## src/rtl/osbm_arb.sv

```systemverilog
// Per-output round-robin arbiter for the 4-way switch: one-cycle ack to the winning input,
// crossbar select held until that input's tail flit passes, optional forced release on timeout.
module osbm_arb #(
  parameter int NPORT   = 4,
  parameter int TIMEOUT = 0,
  parameter int TO_W    = 16
) (
  input  logic             clk,
  input  logic             rst,
  input  logic [NPORT-1:0] req,
  input  logic [NPORT-1:0] tail,
  output logic [NPORT-1:0] ack,
  output logic [1:0]       sel,
  output logic             xbar_en,
  output logic             err_to
);

  typedef enum logic [1:0] {
    IDLE  = 2'd0,
    GRANT = 2'd1,
    BUSY  = 2'd2
  } state_t;

  localparam bit            TO_EN   = (TIMEOUT > 0);
  localparam logic [TO_W-1:0] TO_LAST = TO_EN ? TO_W'(TIMEOUT - 1) : '0;

  state_t           state_r, state_s;
  logic [1:0]       ptr_r, ptr_s;
  logic [1:0]       sel_r, sel_s;
  logic [NPORT-1:0] ack_r, ack_s;
  logic             xbar_r, xbar_s;
  logic             err_r, err_s;
  logic [TO_W-1:0]  cnt_r, cnt_s;
  logic [1:0]       win_s;
  logic [1:0]       idx_s;
  logic             found_s;
  logic             tail_own_s;
  logic             to_hit_s;

  // State and all registered outputs
  always_ff @(posedge clk) begin
    if (rst) begin
      state_r <= IDLE;
      ptr_r   <= 2'd0;
      sel_r   <= 2'd0;
      ack_r   <= '0;
      xbar_r  <= 1'b0;
      err_r   <= 1'b0;
      cnt_r   <= '0;
    end else begin
      state_r <= state_s;
      ptr_r   <= ptr_s;
      sel_r   <= sel_s;
      ack_r   <= ack_s;
      xbar_r  <= xbar_s;
      err_r   <= err_s;
      cnt_r   <= cnt_s;
    end
  end

  // Round-robin winner: first requester at or after the pointer
  always_comb begin
    win_s   = ptr_r;
    found_s = 1'b0;
    idx_s   = ptr_r;
    for (int k = 0; k < NPORT; k++) begin
      idx_s = ptr_r + 2'(k);
      if (!found_s && req[idx_s]) begin
        found_s = 1'b1;
        win_s   = idx_s;
      end else begin
        found_s = found_s;
      end
    end
  end

  assign tail_own_s = tail[sel_r];
  assign to_hit_s   = TO_EN && (cnt_r == TO_LAST);

  // Next-state decode
  always_comb begin
    state_s = state_r;
    case (state_r)
      IDLE:    state_s = (|req) ? GRANT : IDLE;
      GRANT:   state_s = tail_own_s ? IDLE : BUSY;
      BUSY:    state_s = (tail_own_s || to_hit_s) ? IDLE : BUSY;
      default: state_s = IDLE;
    endcase
  end

  // Next values of the registered outputs, pointer and timeout counter
  always_comb begin
    ack_s  = '0;
    err_s  = 1'b0;
    sel_s  = sel_r;
    ptr_s  = ptr_r;
    cnt_s  = cnt_r;
    xbar_s = xbar_r;
    case (state_r)
      IDLE: begin
        if (|req) begin
          ack_s  = {{(NPORT-1){1'b0}}, 1'b1} << win_s;
          sel_s  = win_s;
          xbar_s = 1'b1;
        end else begin
          xbar_s = 1'b0;
        end
      end
      GRANT: begin
        cnt_s = '0;
        if (tail_own_s) begin
          xbar_s = 1'b0;
          ptr_s  = sel_r + 2'd1;
        end else begin
          xbar_s = 1'b1;
        end
      end
      BUSY: begin
        if (tail_own_s || to_hit_s) begin
          // A tail in the same cycle as the timeout wins, so no error is flagged
          xbar_s = 1'b0;
          ptr_s  = sel_r + 2'd1;
          cnt_s  = '0;
          err_s  = !tail_own_s;
        end else if (TO_EN && (cnt_r != {TO_W{1'b1}})) begin
          cnt_s = cnt_r + TO_W'(1);
        end else begin
          cnt_s = cnt_r;
        end
      end
      default: begin
        xbar_s = 1'b0;
        cnt_s  = '0;
      end
    endcase
  end

  assign ack     = ack_r;
  assign sel     = sel_r;
  assign xbar_en = xbar_r;
  assign err_to  = err_r;

endmodule

```

## config.mk

```make
export PLATFORM = sky130hd
export DESIGN_NAME = osbm_arb
export DESIGN_NICKNAME = d
export VERILOG_FILES = /design/src/rtl/osbm_arb.sv
export SDC_FILE = /design/constraint.sdc
export NUM_CORES = 1
export LEC_CHECK = 0
export CORE_MARGIN = 5
export CORE_UTILIZATION = 42
export CTS_BUF_LIST = sky130_fd_sc_hd__clkbuf_8
export DETAILED_ROUTE_END_ITERATION = 7
export PLACE_DENSITY = 0.74
export SLEW_MARGIN = 20
export SYNTH_ARGS = -nofsm -noshare
export SYNTH_HDL_FRONTEND = slang
export SYNTH_SLANG_ARGS = --single-unit
```

## constraint.sdc

```tcl
create_clock -name clk -period 1.25 [get_ports clk]
set_input_delay 0.1875 -clock clk [delete_from_list [all_inputs] [get_ports clk]]
set_output_delay 0.1875 -clock clk [all_outputs]
set_load 0.02 [all_outputs]
```

---- After elaboration in Yosys (flattened, before gate mapping) ----
Index checks and enable logic that the tools add are counted.
word-level totals
  register bits after elaboration ......... 12
  input port bits ......................... 10
  output and inout port bits .............. 8
  logic and storage cells ................. 60
operators by class
  add/sub/neg operators ................... 4
  $lt $le $gt $ge ......................... 5
  equality and inequality tests ........... 3
  shift-type cells ........................ 1
  muxes and demuxes ....................... 23
  bitwise logic cells ..................... 4
  reductions and logical operators ........ 14
operators with widths
  cell                                                  count
  < comparator 2 x 3 -> 1 bit (second input constant)   5
  2-to-1 mux 1 bit                                      12
  binary-select mux 1 bit (select 2 bit)                5
  2-to-1 mux 2 bit                                      4
  OR reduction 3 bit                                    2
  adder 2 x 1 -> 2 bit (second input constant)          2
  adder 2 bit (second input constant)                   2
  zero test 1 bit                                       4
  inverter 1 bit                                        4
  case mux 2 bit (2 select lines)                       1
  AND reduction 2 bit                                   2
  OR reduction 4 bit                                    1
  left shift 1 x 2 -> 4 bit (first input constant)      1
  logical AND 1 bit                                     3
  case mux 1 bit (3 select lines)                       1
  equality test 2 x 1 -> 1 bit (second input constant)  1
  equality test 2 bit (second input constant)           1
  zero test 2 bit                                       1
  != test 2 bit (second input constant)                 1
  OR reduction 2 bit                                    1

---- Depth between registers and ports, before layout ----
Gate-level depths: netlist of run 1.
  word-level depth ........................ 13
  depth in mapped cells ................... 6
  gate-level depth less buffers ........... 5

---- Least setup slack after synthesis of run 1 ----
Ideal clock, no wire load.
  path type ............................... register to register
  from .................................... reg sel_r[0] (netlist: sel[0])
  to ...................................... reg xbar_r (netlist: xbar_en)
  setup time .............................. 0.079 ns
  arrival time ............................ 1.450 ns
  required time ........................... 1.171 ns
  slack ................................... -0.280 ns
  stages on the path, launching flop included .. 4
  path buffers ............................ 0
  clock period less this slack ............ 1.530 ns
  path through ............................ dfxtp_1 -> mux4_2 -> o21bai_1 -> a211oi_2
on the way
  cells in the longest elaborated chain, start to end .. 4
ends and longest elaborated chain
  item                                        line  source
  start, declared                             29    logic [1:0] sel_r, sel_s;
  start signal, assigned                      53    sel_r <= sel_s;
  binary-select mux 1 bit (select 2 bit) (*)  77    assign tail_own_s = tail[sel_r];
  2-to-1 mux 1 bit (implied by the code) (*)  77
  2-to-1 mux 1 bit                            111   if (tail_own_s) begin
  case mux 1 bit (3 select lines)             99    case (state_r)
  end signal, assigned                        55    xbar_r <= xbar_s;
  end, declared                               31    logic xbar_r, xbar_s;
Mark *: on every way between the ends. The rest lies on a longest branch, timed or not. The select of a mux whose other input is x is not followed.
A chain may end at the register's enable or synchronous reset.

---- Final worst setup path of run 1 ----
Same ends and word-level chain as after synthesis.

==> impl_metrics.toml, run 1 <==
[power_and_ir_drop]
vdd.ir_drop.worst_v = 0.000849
clkPwrFrac_pct = 27.5
swShare_pct = 31.4
p_sw_uw = 405
power.leakage_nw = 0.403
power.internal_uw = 882
comb_power_share_pct = 35.2
p_per_area_mw_per_mm2 = 1400
power_frac_seq_pct = 37.2

[logic_synthesis]
netlist.area_leader.share_pct = 41.6
syn_area_per_cell_um2 = 9.48
ys_seq_elements = 12
yosys.area.top_type = "dfxtp_1"
syn_inst = 61
synthesis.nets = 75
netlist_area_um2 = 578
ys_seq_area_share_pct = 41.6
synth-edff-count = 0
synth.most_common_cell = "dfxtp_1"
synthArstFlopShare_pct = 0
synthDistinctLibCells = 25
yosysWarnings = 0
synth_ff_type = "dfxtp_1"
synth_common_cells = "12 x dfxtp_1, 4 x a21oi_1, 4 x ha_1, 4 x inv_1"
ys_top_cells_by_area = "dfxtp_1 42%, ha_1 8.7%, mux4_2 3.9%"

[sta]
clock_skew_ns = 0.00399
worst_slack_ns = -0.0940
finalCriticalPeriod_ns = 1.34
fmax_mhz = 744
finalCritPeriodShare_pct = 108
setup_violations = 4
slew_violations = 0
final_hold_viol_count = 0
tns_ns = -0.172
rsz0062_at_grt = "true"

[clock_network]
clock-sinks = 12
ctsHoldBuffers = 0
cts_tree = "yes"
cts_buffers = 3
clock_latency_ns = 0.24
cts-htree-levels = 1
ctsLongestPathBuffers = 2
cts_root_buffer = "clkbuf_8"
path_clk_slew_ns = 0.05

[grt]
grt_pass1_vias = 521
antenna_found_initial = 0
grtUsageTotal_pct = 16.2
grt-ovfl-total = 0
grt_max_degree = 8
grt_pass1_wl_um = 2350

[worst_setup_path]
critPathTopFamily = "multiplexers"
worstSetupStartpoint = "sel[0]$_SDFFE_PP0P_"
reg2regPathDepth = 3
end_kind = "flop"
cp_num_buf_inv = 0
cp_num_cells = 3
arrival_ns = 1.51
reg2reg_from = "sel[0]$_SDFFE_PP0P_"
path_max_fanout = 5
cp_cell_sequence = "mux4_2 -> o21bai_1 -> a211oi_2"
r2r-end = "xbar_en$_SDFFE_PP0P_"
worst_path_max_delay_cell = "mux4_2"
crit_end = "xbar_en$_SDFFE_PP0P_"
crit_type = "reg2reg"
r2r_setup_slack_ns = -0.09
critPathLaunchType = "flop"
crit_required_ns = 1.42
slowest_delay_ns = 0.57

[cells_and_area]
num_antenna_cells = 0
nFillCells = 112
drive_gt1_share_pct = 34.8
areaGrowthSynthToFinish_pct = 59.1
final_util_pct = 70.7
final_nets = 104
finalInstanceArea_um2 = 920

[drt]
dr.first_iter.drc_count = 5
drcViolationCount = 0
ant_nets = 0
via_count = 537
post_drt_wl_per_cell_um = 13.7
drt_wl_total_um = 1430
vias_per_cell = 5.16
firstDrtPassIters = 3

[placement]
gp_congestion = 0.788
dp_hpwl_um = 1000
port_buffers = 17
postPlaceCellArea_um2 = 811

[floorplanning]
io_pins = 18
rows = 13
initial_utilization_pct = 44.4
die-area_mm2 = 0.00222
die_h_um = 47.1
die_w_um = 47.1
core-area_mm2 = 0.00130

[hold_path]
hold_path_class = "reg2reg"
min_from = "ptr_r[0]$_SDFFE_PP0P_"

[run_status]
status = "finished, violations left"
violations = "negative setup slack"

[run]
drv_cap = 0
cell type report:
class | count | area [µm²] | share of cell area, %
sequential | 12 | 248 | 26.9
inverter | 4 | 15.0 | 1.63
multi-input combinational | 44 | 375 | 40.8
clock buffer | 3 | 41.3 | 4.49
clock inverter | 1 | 3.75 | 0.408
tap | 15 | 18.8 | 2.04
timing repair buffer | 25 | 218 | 23.7
cells by family after synthesis:
kind of cell / Yosys count / share of synthesized area, %
simple gates: 21 / 20.8
compound gates: 16 / 19.5
flops: 12 / 41.6
buf+inv: 5 / 3.46
fa+ha+maj: 4 / 8.66
other cells: 1 / 0.649
xor+xnor: 1 / 1.52
mux: 1 / 3.90
cells in the final DEF (no fill, tap or decap), types with 2 or more instances in the layout:
cell	n
nor2b_1	2
clkdlybuf4s15_1	2
o21ai_2	2
dfxtp_2	3
o21a_1	2
inv_2	2
nor3_1	2
o21ai_0	2
clkdlybuf4s50_1	5
a21oi_1	3
dfxtp_1	8
buf_4	8
ha_1	3
nor2_1	3
dlygate4sd2_1	10
nand2_1	2
clkbuf_8	3
inv_1	3
or2_1	2
nor3b_2	2
per-stage QoR:
stage               setup slack [ns]  cells  hold WS (ns)  power, mW
global route                  -0.130    104         0.513       1.36
global placement              -0.454     98         0.489      0.867
detailed placement            -0.422     98         0.487      0.875
CTS                          -0.0896    103         0.493       1.24
floorplan                     -0.104     61         0.252      0.700
finish                       -0.0940    104         0.499       1.29
power by group through the flow:
stage          sequential [mW]  clock [mW]  combinational [mW]
4_1_cts                  0.474       0.364               0.401
3_3_place_gp             0.478           0               0.389
3_5_place_dp             0.480           0               0.395
6_report                 0.479       0.354               0.453
2_1_floorplan            0.521           0               0.179
5_1_grt                  0.485       0.388               0.492
worst min-delay path by stage:
stage                       endpoint  slack, ns  cells past startpoint
2_1_floorplan   xbar_en$_SDFFE_PP0P_       0.25                      1
3_3_place_gp   ptr_r[0]$_SDFFE_PP0P_       0.49                      2
3_5_place_dp   ptr_r[0]$_SDFFE_PP0P_       0.49                      2
4_1_cts        ptr_r[0]$_SDFFE_PP0P_       0.49                      2
5_1_grt        ptr_r[0]$_SDFFE_PP0P_       0.51                      2
6_report       ptr_r[0]$_SDFFE_PP0P_       0.50                      2
state kept, by name, indices dropped and copies added (netlist names):
register,flops
ptr_r,2
state_r,2
err_to,1
ack,4
sel,2
xbar_en,1
worst register-to-register path: stages, from the launching register on:
cell and delay [ns]:
dfxtp_4 0.34, mux4_2 0.57, o21bai_1 0.20, a211oi_2 0.16
metal layers:
metal  track usage, %  share of wire, %  vias to the layer above
met5                0                 0                        -
met3             4.98               7.0                        5
li1                 -                 -                      270
met4             11.6               2.9                        0
met2             24.4                49                       16
met1             19.5                42                      246
what timing repair did:
item | 4_1_cts | 5_1_grt
endpoints found under the hold margin | 0 | 0
endpoints found under the setup margin | 18 | 12
cloned | 0 | 0
pin swaps | 2 | 6
buffers inserted | 1 | 1
resized for setup | 17 | 16
(Power assumes the default switching activity.)
==> inputs of run 2 (changes only) <==
--- a/config.mk
+++ b/config.mk
@@ -10,7 +10,7 @@
 export CTS_BUF_LIST = sky130_fd_sc_hd__clkbuf_8
 export DETAILED_ROUTE_END_ITERATION = 7
 export PLACE_DENSITY = 0.74
-export SLEW_MARGIN = 20
+export SLEW_MARGIN = 0
 export SYNTH_ARGS = -nofsm -noshare
 export SYNTH_HDL_FRONTEND = slang
 export SYNTH_SLANG_ARGS = --single-unit
==> results of run 2 <==
Final layout, timing and power as in run 1 (identical DEF).
==> inputs of run 3 (changes only) <==
--- a/config.mk
+++ b/config.mk
@@ -10,6 +10,7 @@
 export CTS_BUF_LIST = sky130_fd_sc_hd__clkbuf_8
 export DETAILED_ROUTE_END_ITERATION = 7
 export PLACE_DENSITY = 0.74
+export SKIP_CTS_REPAIR_TIMING = 1
 export SLEW_MARGIN = 0
 export SYNTH_ARGS = -nofsm -noshare
 export SYNTH_HDL_FRONTEND = slang
==> run 3 against run 2 <==
The run still ends with negative setup slack left; hold slack got worse by 0.024 ns; routed wire length increased by 7.1%; sequential power about the same; first-iteration DRC count rose by 40%; non-clock buffer count is 1 higher; total power increased by 2.5%; register-to-register slack hardly changed; sequential share of layout area shrank 1.7 points; worst setup slack better by 0.0045 ns; die area unchanged; cell area grew 6.8%; critical path type unchanged; critical endpoint is now state_r[1]$_SDFF_PP0_; largest cell class unchanged; highest routed layer unchanged.
==> impl_metrics.toml, run 3 (synthesis gave the netlist of run 1 again) <==
[floorplanning]
die_h_um = 47.1
io_pins = 18
initial_utilization_pct = 44.4
rows = 13
core-area_mm2 = 0.00130
die-area_mm2 = 0.00222
die_w_um = 47.1

[cells_and_area]
num_antenna_cells = 0
final_common_cell = "dlymetal6s2s_1"
final_cell_mix = "12 x dlymetal6s2s_1, 8 x dfxtp_1, 8 x buf_4"
final_nets = 105
largest_register_ffs = 4
drive_gt1_share_pct = 35.6
stdcell_count = 105
areaGrowthSynthToFinish_pct = 69.9

[grt]
antenna_found_initial = 0
grt_pass1_wl_um = 2200
grt_max_degree = 8
grt-ovfl-total = 0
grt_pass1_vias = 496
grtUsageTotal_pct = 15.4

[placement]
place_ws_ns = -0.422
gp_congestion = 0.788
port_buffers = 17
dp.cells = 98
dp_hpwl_um = 1000

[sta]
rsz0062_at_grt = "true"
finalCriticalPeriod_ns = 1.34
finalCritPeriodShare_pct = 107
tns_ns = -0.214
worst_slack_ns = -0.0895
final_hold_viol_count = 0
slew_violations = 0
whs_ns = 0.476
setup_violations = 5
fmax_mhz = 747
clock_skew_ns = 0.00365

[drt]
drcViolationCount = 0
via_count = 547
post_drt_wl_per_cell_um = 14.6
drt_wl_total_um = 1530
firstDrtPassIters = 4
dr.first_iter.drc_count = 7
vias_per_cell = 5.21
ant_nets = 0

[worst_setup_path]
reg2reg_from = "sel[0]$_SDFFE_PP0P_"
r2r-end = "state_r[1]$_SDFF_PP0_"
crit_type = "reg2reg"
path_max_fanout = 5
end_kind = "flop"
reg2regPathDepth = 3
crit_end = "state_r[1]$_SDFF_PP0_"
critPathLaunchType = "flop"
r2r_setup_slack_ns = -0.09
arrival_ns = 1.49
crit_required_ns = 1.40
worstSetupStartpoint = "sel[0]$_SDFFE_PP0P_"

[clock_network]
cts_root_buffer = "clkbuf_8"
clock_latency_ns = 0.24
cts-htree-levels = 1
clock-sinks = 12
path_clk_slew_ns = 0.05
ctsLongestPathBuffers = 2
cts_buffers = 3
cts_tree = "yes"

[power_and_ir_drop]
vdd.ir_drop.worst_v = 0.000927
p_per_area_mw_per_mm2 = 1340
power.leakage_nw = 0.541

[run]
drv_cap = 0

[run_status]
violations = "negative setup slack"
status = "finished, violations left"

[hold_path]
hold_path_class = "reg2reg"
-- run 3: report_power, final --
part           leakage, nW  internal (mW)  total (mW)  switching (mW)
Combinational        0.414          0.254       0.485           0.231
Sequential           0.101          0.441       0.480          0.0385
Clock               0.0269          0.216       0.353           0.137
Total                0.541          0.911        1.32           0.407
-- run 3: routing by layer --
metal | vias up | part of all wire, % | track usage (%)
li1 | 275 | - | -
met1 | 250 | 42 | 18.1
met2 | 18 | 50 | 22.5
met3 | 4 | 6.8 | 6.13
met4 | 0 | 1.8 | 11.6
met5 | - | 0 | 0
-- run 3: layout make-up --
| type | instances | area, µm² |
|---|---|---|
| Clock buffer | 3 | 41.3 |
| Clock inverter | 1 | 3.75 |
| Fill cell | 92 | 319 |
| Inverter | 4 | 15.0 |
| Multi-Input combinational cell | 44 | 375 |
| Sequential cell | 12 | 248 |
| Tap cell | 15 | 18.8 |
| Timing Repair Buffer | 26 | 280 |
-- run 3: per-stage QoR --
step	total power [mW]	util [%]	instance area (µm²)
after floorplan	0.700	-	582
after global placement	0.867	62.3	811
after detailed placement	0.875	62.3	811
after CTS	1.24	65.8	856
after global routing	1.41	75.5	982
final	1.32	75.5	982
-- run 3: worst min path at each step --
stage,startpoint,endpoint,slack (ns),cells past startpoint
after floorplan,rst,xbar_en$_SDFFE_PP0P_,0.25,1
after global placement,ptr_r[0]$_SDFFE_PP0P_,ptr_r[0]$_SDFFE_PP0P_,0.49,2
after detailed placement,ptr_r[0]$_SDFFE_PP0P_,ptr_r[0]$_SDFFE_PP0P_,0.49,2
after CTS,ptr_r[0]$_SDFFE_PP0P_,ptr_r[0]$_SDFFE_PP0P_,0.49,2
after global routing,ptr_r[0]$_SDFFE_PP0P_,ptr_r[0]$_SDFFE_PP0P_,0.51,2
final,ptr_r[0]$_SDFFE_PP0P_,ptr_r[0]$_SDFFE_PP0P_,0.48,2
-- run 3: critical path, stage by stage, from the launching register on --
cell     delay, ns
dfxtp_4       0.35
mux4_2        0.55
buf_4         0.17
nor4b_2       0.19
